[src/rtl/fence_seq_pkg.sv]
// Shared types for the fence sequencer: FSM states, operation codes and timeout counter width.
package fence_seq_pkg;

    localparam int FENCE_TIMEOUT_W = 16;

    typedef enum logic [2:0] {IDLE, DFLUSH, DCLEAR, ICLEAR, DONE} fence_state_t;

    typedef enum logic [1:0] {FENCE, FENCE_I, FLUSH_ALL} fence_op_t;

    // Request priority: flush-all beats FENCE.I beats plain FENCE (the fallback).
    function automatic fence_op_t select_op(input logic fence_i, input logic flush_all);
        if (flush_all) return FLUSH_ALL;
        if (fence_i) return FENCE_I;
        return FENCE;
    endfunction

endpackage

[src/rtl/fence_sequencer.sv]
// Sequences dcache write-back / invalidate and icache invalidate for FENCE, FENCE.I and flush-all.
// Build macro FENCE_SEQ_TIMEOUT_EN adds a per-step wait counter that aborts with fence_error.
module fence_sequencer
    import fence_seq_pkg::*;
#(
    parameter int TIMEOUT_CYCLES = 1024
) (
    input  logic CLK,
    input  logic nRST,
    input  logic fence_req,
    input  logic fence_i_req,
    input  logic flush_all_req,
    output logic fence_busy,
    output logic fence_done,
    output logic fence_error,
    output logic dcache_flush,
    output logic dcache_clear,
    output logic icache_clear,
    output logic icache_flush,
    input  logic dflush_done,
    input  logic dclear_done,
    input  logic iclear_done,
    input  logic iflush_done
);

    localparam logic [FENCE_TIMEOUT_W-1:0] TIMEOUT_LAST = FENCE_TIMEOUT_W'(TIMEOUT_CYCLES - 1);

    fence_state_t state, state_next;
    fence_op_t    op, op_next;
    logic         step_done;
    logic         abort;
    logic         unused_sig;

    // Only the done belonging to the current step counts; stale dones for other steps are ignored.
    always_comb begin
        case (state)
            DFLUSH:  step_done = dflush_done;
            DCLEAR:  step_done = dclear_done;
            ICLEAR:  step_done = iclear_done;
            default: step_done = 1'b0;
        endcase
    end

    always_comb begin
        // NOTE: defaults first so every path assigns each variable; a missing branch would otherwise infer a latch.
        state_next = state;
        op_next    = op;
        case (state)
            IDLE: begin
                if (fence_req || fence_i_req || flush_all_req) begin
                    op_next    = select_op(fence_i_req, flush_all_req);
                    state_next = DFLUSH;
                end
            end
            DFLUSH: begin
                if (step_done) begin
                    case (op)
                        FLUSH_ALL: state_next = DCLEAR;
                        FENCE_I:   state_next = ICLEAR;
                        default:   state_next = DONE;
                    endcase
                end
            end
            DCLEAR:  if (step_done) state_next = ICLEAR;
            ICLEAR:  if (step_done) state_next = DONE;
            DONE:    state_next = IDLE;
            default: state_next = IDLE;
        endcase
        if (abort) state_next = IDLE;
    end

    always_ff @(posedge CLK or negedge nRST) begin
        if (!nRST) begin
            state <= IDLE;
            op    <= FENCE;
        end else begin
            // NOTE: non-blocking assignments so every flop samples pre-edge values regardless of statement order.
            state <= state_next;
            op    <= op_next;
        end
    end

    // Commands are a pure decode of the state register, so exactly one is high per wait state.
    assign fence_busy   = (state != IDLE);
    assign fence_done   = (state == DONE);
    assign dcache_flush = (state == DFLUSH);
    assign dcache_clear = (state == DCLEAR);
    assign icache_clear = (state == ICLEAR);
    assign icache_flush = 1'b0;

`ifdef FENCE_SEQ_TIMEOUT_EN
    logic [FENCE_TIMEOUT_W-1:0] wait_cnt;
    logic                       waiting;
    logic                       error_q;

    assign waiting = (state == DFLUSH) || (state == DCLEAR) || (state == ICLEAR);
    assign abort   = waiting && !step_done && (wait_cnt == TIMEOUT_LAST);

    always_ff @(posedge CLK or negedge nRST) begin
        if (!nRST) begin
            wait_cnt <= '0;
            error_q  <= 1'b0;
        end else begin
            error_q <= abort;
            if (state_next != state) wait_cnt <= '0;
            else if (waiting)        wait_cnt <= wait_cnt + 1'b1;
        end
    end

    assign fence_error = error_q;
    assign unused_sig  = iflush_done;
`else
    assign abort       = 1'b0;
    assign fence_error = 1'b0;
    assign unused_sig  = ^{iflush_done, TIMEOUT_LAST};
`endif

endmodule

[config.mk]
export PLATFORM = sky130hd
export DESIGN_NAME = fence_sequencer
export DESIGN_NICKNAME = d
export VERILOG_FILES = /design/src/rtl/fence_seq_pkg.sv /design/src/rtl/fence_sequencer.sv
export SDC_FILE = /design/constraint.sdc
export NUM_CORES = 1
export LEC_CHECK = 0
export BUFFER_PORTS_ARGS = -buffer_cell sky130_fd_sc_hd__buf_4
export CORE_AREA = 2 2 39 41
export CTS_BUF_LIST = sky130_fd_sc_hd__clkbuf_4
export DETAILED_ROUTE_END_ITERATION = 12
export DIE_AREA = 0 0 41 43
export RECOVER_POWER = 25
export SLEW_MARGIN = 10
export SYNTH_ARGS = -nofsm -noshare
export SYNTH_HDL_FRONTEND = slang
export SYNTH_SLANG_ARGS = --single-unit
[constraint.sdc]
create_clock -name CLK -period 2.54 [get_ports CLK]
set_clock_uncertainty 0.2 [all_clocks]
set_input_delay 0.254 -clock CLK [delete_from_list [all_inputs] [get_ports CLK]]
set_output_delay 0.254 -clock CLK [all_outputs]
set_load 0.01 [all_outputs]
Yosys cells after proc, flatten, opt, wreduce, memory -nomap -nowiden
Index checks and enable logic that the tools add are counted. W data, S select, Z words.

Register bits after elaboration: 5. Bits of input ports: 9. Output and inout bits: 7. Word-level logic and storage cells: 36.

Equality and inequality tests: 10. Mux-type cells: 18. Reduce and logical (&&, ||, !) cells: 6.

Operators by type and width (count): $mux W3 (4); $pmux W3 S4 (1); $mux W2 (4); $mux W1 (7); $eq A3 B2 Y1 const B (2); $ne A2 B1 Y1 const B (3); $pmux W3 S2 (1); $reduce_and A4 Y1 (1); $eq A3 B1 Y1 const B (1); $eq A3 B3 Y1 const B (1); $logic_not A3 Y1 (1); $pmux W1 S3 (1); $reduce_bool A3 Y1 (1); $eq A2 B1 Y1 const B (1); $eq A2 B2 Y1 const B (1); $logic_or A1 B1 Y1 (2); $ne A2 B2 Y1 const B (1); $reduce_and A2 Y1 (1).

Depth between registers and ports, before layout
Gate-level depths: netlist of run 1.

Depth after elaboration: 9. Gate-level depth with buffers: 5.

Least setup slack after synthesis of run 1
Ideal clock, no wire load.

Path type: flip-flop to output port. Start point: register state[1]. End point: output port fence_done. Arrival: 0.864 ns. Data required time: 2.086 ns. Setup slack: 1.222 ns. Stages on the path, launching flop included: 3. Cell sequence: dfrtp_1 -> buf_6 -> nor3b_1.

Cells in the longest elaborated chain, start to end: 1.

RTL lines: start, declared (RTL line fence_sequencer.sv:28) `fence_state_t state, state_next;`; start signal, assigned (RTL line fence_sequencer.sv:78) `state <= state_next;`; $eq A3 B3 Y1 (RTL line fence_sequencer.sv:85) `assign fence_done = (state == DONE);`; end, declared (RTL line fence_sequencer.sv:14) `output logic fence_done,`.

Every way passes these cells.

Worst setup path in the final report of run 1
Start point: register state[1]. End point: output port fence_busy.

Cells in the longest elaborated chain, start to end: 1.

RTL lines: $reduce_bool A3 Y1 (RTL line fence_sequencer.sv:84) `assign fence_busy = (state != IDLE);`; end, declared (RTL line fence_sequencer.sv:13) `output logic fence_busy,`.

Every way passes these cells.

==> impl_results.md, run 1 <==
- WHS Path Cells: 2
- Cell Area, Placed: 448 sq um
- Endpoint type of the worst setup path: output pin
- Via-per-instance ratio: 4.39
- Die Height: 43 um
- Place WS: 1.05 ns
- CP required: 2.09 ns
- Power per cell area: 1160 nW/um^2
- Starting Density: 26.0%
- Crit path DAT: 1.27 ns
- Total chip power: 0.563 mW
- Status: finished, final reports clean
- Num CTS Buffers: 3
- Final Hold Viols: 0
- VDD IR-drop max: 0.000350 V
- Die area: 1760 sq um
- Pre-antenna DRT Iters: 2
- GRT Total Usage: 9.09%
- Total number of vias: 307
- Hold Crit Start: flush_all_req
- Crit Path Max Fanout: 13
- DRC errors left: 0
- Reg clk slew, reported paths: 0.04 ns
- Overflow after GRT: 0
- Crit path launch type: flip-flop
- Antenna Nets Post-Route: 0
- Critical path type: reg -> out
- Final Cycle Share: 67.9%
- Die X: 41 um
- I/O pins: 16
- Pleak: 0.229 nW
- WL final: 648 um
- CTS max path bufs: 2
- Syn Area/Cell: 9.24 sq um
- CTS tree: yes
- Initial antenna violation count: 0
- Final Critical Period: 1.73 ns
- First-pass GRT wire length: 1080 um
- Vias in the first global route: 293
- Setup TNS: 0 ns
- Syn. warnings: 0
- Dpl cells: 65
- R2r startpoint: state[1]
- CTS sink count: 5
- RD Place Congestion: 0.667
- Cells after synthesis: 39
- Ant diodes: 0
- Max Fclk: 0.580 GHz
- Fin area: 484 sq um
- HPWL after detailed placement: 540 um
- Post-layout util: 35.0%
- Largest net degree at the start of global routing: 14
- Final hold slack: 0.0276 ns
- Crit path from: state[1]
- Layout area overhead: 34.4%
- Clock latency on the worst-skew pair: 0.23 ns
- RSZ-0062 raised after global routing: false
- Layout cells sized above 1: 35.2%
- Slew Limit Fails: 0
- Maxcap violations: 0
- Wire per inst: 9.26 um
- CTS HTree Levels: 1
- Number of cells upsized or downsized after cts: 0
- Detailed Route Iter0 Violations: 3
- Seq/Total Area, Yosys: 34.7%
- Core area: 1380 sq um
- Yosys cell types: 24
- Final #Nets: 65
- IO Port Bufs: 12
- Rows: 14
- Synth Cell Area: 360 sq um
- Path type of the worst min-delay path: in -> reg
- Post-Layout Cell Count: 70
- Post-synthesis register bit count: 5
- Worst setup margin: 0.815 ns
- Final Setup Violations: 0
- Post-CTS Setup Inserts: 0
- Worst reg-to-reg path cell count: 3
- Root Driver: clkbuf_4
==> Yosys cell counts <==
| library cell | number | area, sq um |
|---|---|---|
| nor3b_1 | 2 | 15.0 |
| and2b_1 | 1 | 7.51 |
| conb_1 | 1 | 3.75 |
| nor2b_1 | 1 | 6.26 |
| buf_6 | 1 | 11.3 |
| and2_1 | 2 | 12.5 |
| nand2b_1 | 2 | 12.5 |
| nor4bb_1 | 1 | 10.0 |
| dfrtp_1 | 5 | 125 |
| o41ai_2 | 1 | 16.3 |
| nand3b_1 | 1 | 7.51 |
| a221oi_2 | 1 | 15.0 |
| nor3_2 | 1 | 10.0 |
| a21oi_1 | 3 | 15.0 |
| ha_1 | 1 | 12.5 |
| o21ai_1 | 1 | 5.00 |
| a22o_1 | 1 | 8.76 |
| buf_4 | 2 | 15.0 |
| nand2_1 | 3 | 11.3 |
| a21boi_1 | 1 | 7.51 |
| o21ai_0 | 1 | 5.00 |
| o21ai_2 | 1 | 8.76 |
| inv_1 | 2 | 7.51 |
| nor2_1 | 3 | 11.3 |
==> cells by family (layout without fill, tap and decap cells) <==
family          Yosys count  count (layout)  synth area share, %
simple gates             17              17                 28.8
compound gates           10              10                 22.6
flops                     5               5                 34.7
buf+inv                   5              19                 9.37
fa+ha+maj                 1               1                 3.47
other cells               1               2                 1.04
==> worst max-delay path: stages, from the launching register on <==
cell and delay [ns]:
dfrtp_1 0.50, nor3_2 0.30, inv_1 0.09, buf_4 0.15
==> flip-flops by register name, indices dropped and copies added, names as in the netlist <==
signal	count
state	3
op	2
==> timing repair <==
item / in CTS / in global routing
hold endpoints to repair: 5 / 0
hold buffers: 1 / 0
setup endpoints to repair: 0 / 0
==> final timing paths <==
check | endpoint | slack [ns]
hold / removal | op[0] | 0.03
setup reg to reg | op[1] | 1.10
hold reg to reg | op[1] | 0.30
max in group asynchronous | state[0] | 1.74
min in group asynchronous | op[1] | 0.19
setup / recovery | fence_busy | 0.81
==> report_power, final <==
| group | switching, mW | internal (mW) | total [mW] |
|---|---|---|---|
| sequential | 0.0533 | 0.118 | 0.172 |
| clock | 0.0276 | 0.0697 | 0.0973 |
| combinational | 0.137 | 0.156 | 0.294 |
| total | 0.218 | 0.344 | 0.563 |
==> placed cells by master, fill, tap and decap left out, drive strengths merged <==
cell	count
o21ai	3
and2b	1
and2	2
nor2b	1
o41ai	1
a21boi	1
nand3b	1
nor3b	2
ha	1
buf	11
a221oi	1
dlygate4sd3	1
inv	2
clkbuf	5
dfrtp	5
nand2b	2
conb	2
nor3	1
a22o	1
nand2	3
nor4bb	1
a21oi	3
nor2	3
==> layout make-up <==
cell class              instances  area [sq um]
inverters                       2          7.51
clock buffers                   4          30.0
repair buffers                 13          96.3
flip-flops and latches          5           125
multi-input cells              30           205
fillers                       163           900
well taps                      16          20.0
==> layer usage <==
layer	share of wire (%)	track usage [%]
met4	0	6.00
met3	4.0	1.57
met5	0	0
met2	55	13.4
met1	40	11.5
Power figures use the tool's default switching activity.
==> run 2, diff against run 1 <==
==> constraint.sdc (replaced) <==
create_clock -name CLK -period 1.5 [get_ports CLK]
set_clock_uncertainty 0.2 [all_clocks]
set_input_delay 0.15 -clock CLK [delete_from_list [all_inputs] [get_ports CLK]]
set_output_delay 0.15 -clock CLK [all_outputs]
set_load 0.01 [all_outputs]
==> run 2 against run 1 <==
Via count rose by 9.8%; register-to-register slack got worse by 0.99 ns; combinational power rose by 140%; worst setup slack got worse by 0.80 ns; wire length rose by 13%; critical path depth did not move; non-clock buffer count rose by 7; critical endpoint is now icache_clear; largest cell class unchanged; highest routed layer unchanged.
==> impl_results.md, run 2 (same netlist as run 1, synthesis figures left out) <==
- Status: finished, final reports clean (unchanged)
- CP required: 1.15 ns (was 2.09 ns)
- WL final: 734 um (was 648 um)
- Largest regs: state (3), op (2) (unchanged)
- Area of the multi-input gates: 234 sq um (was 205 sq um)
- Detailed Route Iter0 Violations: 2 (was 3)
- Num CTS Buffers: 3 (unchanged)
- RD Place Congestion: 0.642 (was 0.667)
- Die area: 1760 sq um (unchanged)
- Worst setup margin: 0.0152 ns (was 0.815 ns)
- Clock latency on the worst-skew pair: 0.23 ns (about the same)
- Layout cells sized above 1: 52.5% (was 35.2%)
- Rows: 14 (unchanged)
- Pleak: 0.265 nW (was 0.229 nW)
- Most flops, register: state (unchanged)
- Root Driver: clkbuf_4 (unchanged)
- Max stage delay cell, worst path: dfrtp_2 (was dfrtp_1)
- Critical path type: reg -> out (unchanged)
- Overflow after GRT: 0 (unchanged)
- Total number of vias: 337 (was 307)
- CP max stage delay: 0.44 ns (was 0.50 ns)
- Endpoint type of the worst setup path: output pin (unchanged)
- Most common cell after layout, fill and taps aside: buf_4 (unchanged)
- Path type of the worst min-delay path: in -> reg (unchanged)
- CTS HTree Levels: 1 (unchanged)
- Reg clk slew, reported paths: 0.04 ns (about the same)
- Final Cycle Share: 99.0%
- Die X: 41 um (unchanged)
- Final Setup Violations: 0 (unchanged)
- Initial antenna violation count: 0 (unchanged)
- Post-Layout Cell Count: 77 (was 70)
- Fin area: 586 sq um (was 484 sq um)
- Pre-antenna DRT Iters: 3 (was 2)
- Internal: 0.736 mW (was 0.344 mW)
- Ant diodes: 0 (unchanged)
- Via-per-instance ratio: 4.38 (was 4.39)
- Vias in the first global route: 329 (was 293)
- Crit Path Max Fanout: 6 (was 13)
- Final Hold Viols: 0 (unchanged)
- Power per cell area: 2000 nW/um^2 (was 1160 nW/um^2)
- Max Fclk: 0.674 GHz
- Starting Density: 26.0% (unchanged)
- Filler instances: 150 (was 163)
- Die Height: 43 um (unchanged)
- Max FFs per register: 3 (unchanged)
- GRT Total Usage: 10.4% (was 9.09%)
- RSZ-0062 raised after global routing: true (was false)
- Crit path launch type: flip-flop (unchanged)
- CTS max path bufs: 2 (unchanged)
- Dpl cells: 66 (was 65)
- Crit path DAT: 1.13 ns (was 1.27 ns)
- CTS tree: yes (unchanged)
- Largest net degree at the start of global routing: 7 (was 14)
- Most frequent cells in the layout: buf_4 (13), clkbuf_4 (4) (was buf_4 (11), dfrtp_1 (5), clkbuf_4 (4))
- IO Port Bufs: 12 (unchanged)
- CTS sink count: 5 (unchanged)
- Seq pwr share: 25.3% (was 30.5%)
- Slew Limit Fails: 0 (unchanged)
- HPWL after detailed placement: 547 um (was 540 um)
- Sw Ratio: 37.3% (was 38.8%)
- Final hold slack: 0.0145 ns (was 0.0276 ns)
- Final Critical Period: 1.48 ns
- First-pass GRT wire length: 1260 um (was 1080 um)
- Maxcap violations: 0 (unchanged)
- Wire per inst: 9.53 um (was 9.26 um)
- VDD IR-drop max: 0.000642 V (was 0.000350 V)
- Cell Area, Placed: 455 sq um (was 448 sq um)
- Layout area overhead: 62.5% (was 34.4%)
- Clock power frac: 14.2% (was 17.3%)
- DRC errors left: 0 (unchanged)
- Psw: 0.437 mW (was 0.218 mW)
- Core area: 1380 sq um (unchanged)
- Antenna Nets Post-Route: 0 (unchanged)
- FF+latch area: 129 sq um (was 125 sq um)
- Final #Nets: 72 (was 65)
- Crit-path cells: and2b_1 -> and2_4 -> buf_6 (was nor3_2 -> inv_1 -> buf_4)
- Comb pwr share: 60.5% (was 52.2%)
- I/O pins: 16 (unchanged)
- Place WS: 0.0996 ns (was 1.05 ns)
==> run 2: cell count changes in the layout (fill, tap and decap cells not counted), sizes merged <==
cell / before / now
buf: 11 / 16
dlygate4sd3: 1 / 3
==> run 2: worst max-delay path, delay by kind of cell, from the launching register on <==
family	cells	cell delay [ns]
buffers and inverters	1	0.09
DFF	1	0.44
and+or+nand+nor	2	0.37
==> run 2: power groups by stage <==
stage,Sequential [mW],Clock [mW],Combinational (mW)
after floorplan,0.257,0,0.384
after global placement,0.284,0,0.525
after detailed placement,0.282,0,0.524
after CTS,0.288,0.175,0.638
after global routing,0.313,0.180,0.798
final,0.297,0.167,0.709
==> run 2: final timing paths <==
| check | startpoint | to | slack [ns] | cells past startpoint |
|---|---|---|---|---|
| min in group asynchronous | nRST | op[1] | 0.09 | 2 |
| setup / recovery | state[2] | icache_clear | 0.02 | 3 |
| hold reg to reg | op[1] | op[1] | 0.30 | 1 |
| hold / removal | dflush_done | state[2] | 0.01 | 3 |
| max in group asynchronous | nRST | state[1] | 0.79 | 2 |
| setup reg to reg | state[0] | state[0] | 0.11 | 4 |
==> run 2: through the flow <==
step | TNS [ns] | power (mW) | utilization (%)
floorplan | 0 | 0.641 | -
global placement | 0 | 0.809 | 32.9
detailed placement | 0 | 0.806 | 32.9
CTS | 0 | 1.10 | 40.4
global route | -0.0478 | 1.29 | 42.3
finish | 0 | 1.17 | 42.3
==> run 2: timing repair <==
item,in CTS,in global routing
resized for setup,7,5
hold buffers,3,0
pin swaps,1,3
endpoints found under the setup margin,4,6
buffers inserted,3,1
hold endpoints to repair,8,0
==> run 2: layer usage <==
metal | GRT usage [%] | up-vias | part of all wire, % | wire (um)
li1 | - | 175 | - | -
met1 | 13.2 | 158 | 41 | 299
met2 | 15.9 | 4 | 56 | 410
met3 | 1.57 | 0 | 3.3 | 24
met4 | 6.00 | 0 | 0 | 0
met5 | 0 | - | 0 | 0
==> run 2: area by class of cell <==
class                   instances  area share, %
multi-input cells              30           40.0
repair buffers                 20           28.2
flip-flops and latches          5           22.0
clock buffers                   4           5.13
well taps                      16           3.42
inverters                       2           1.28
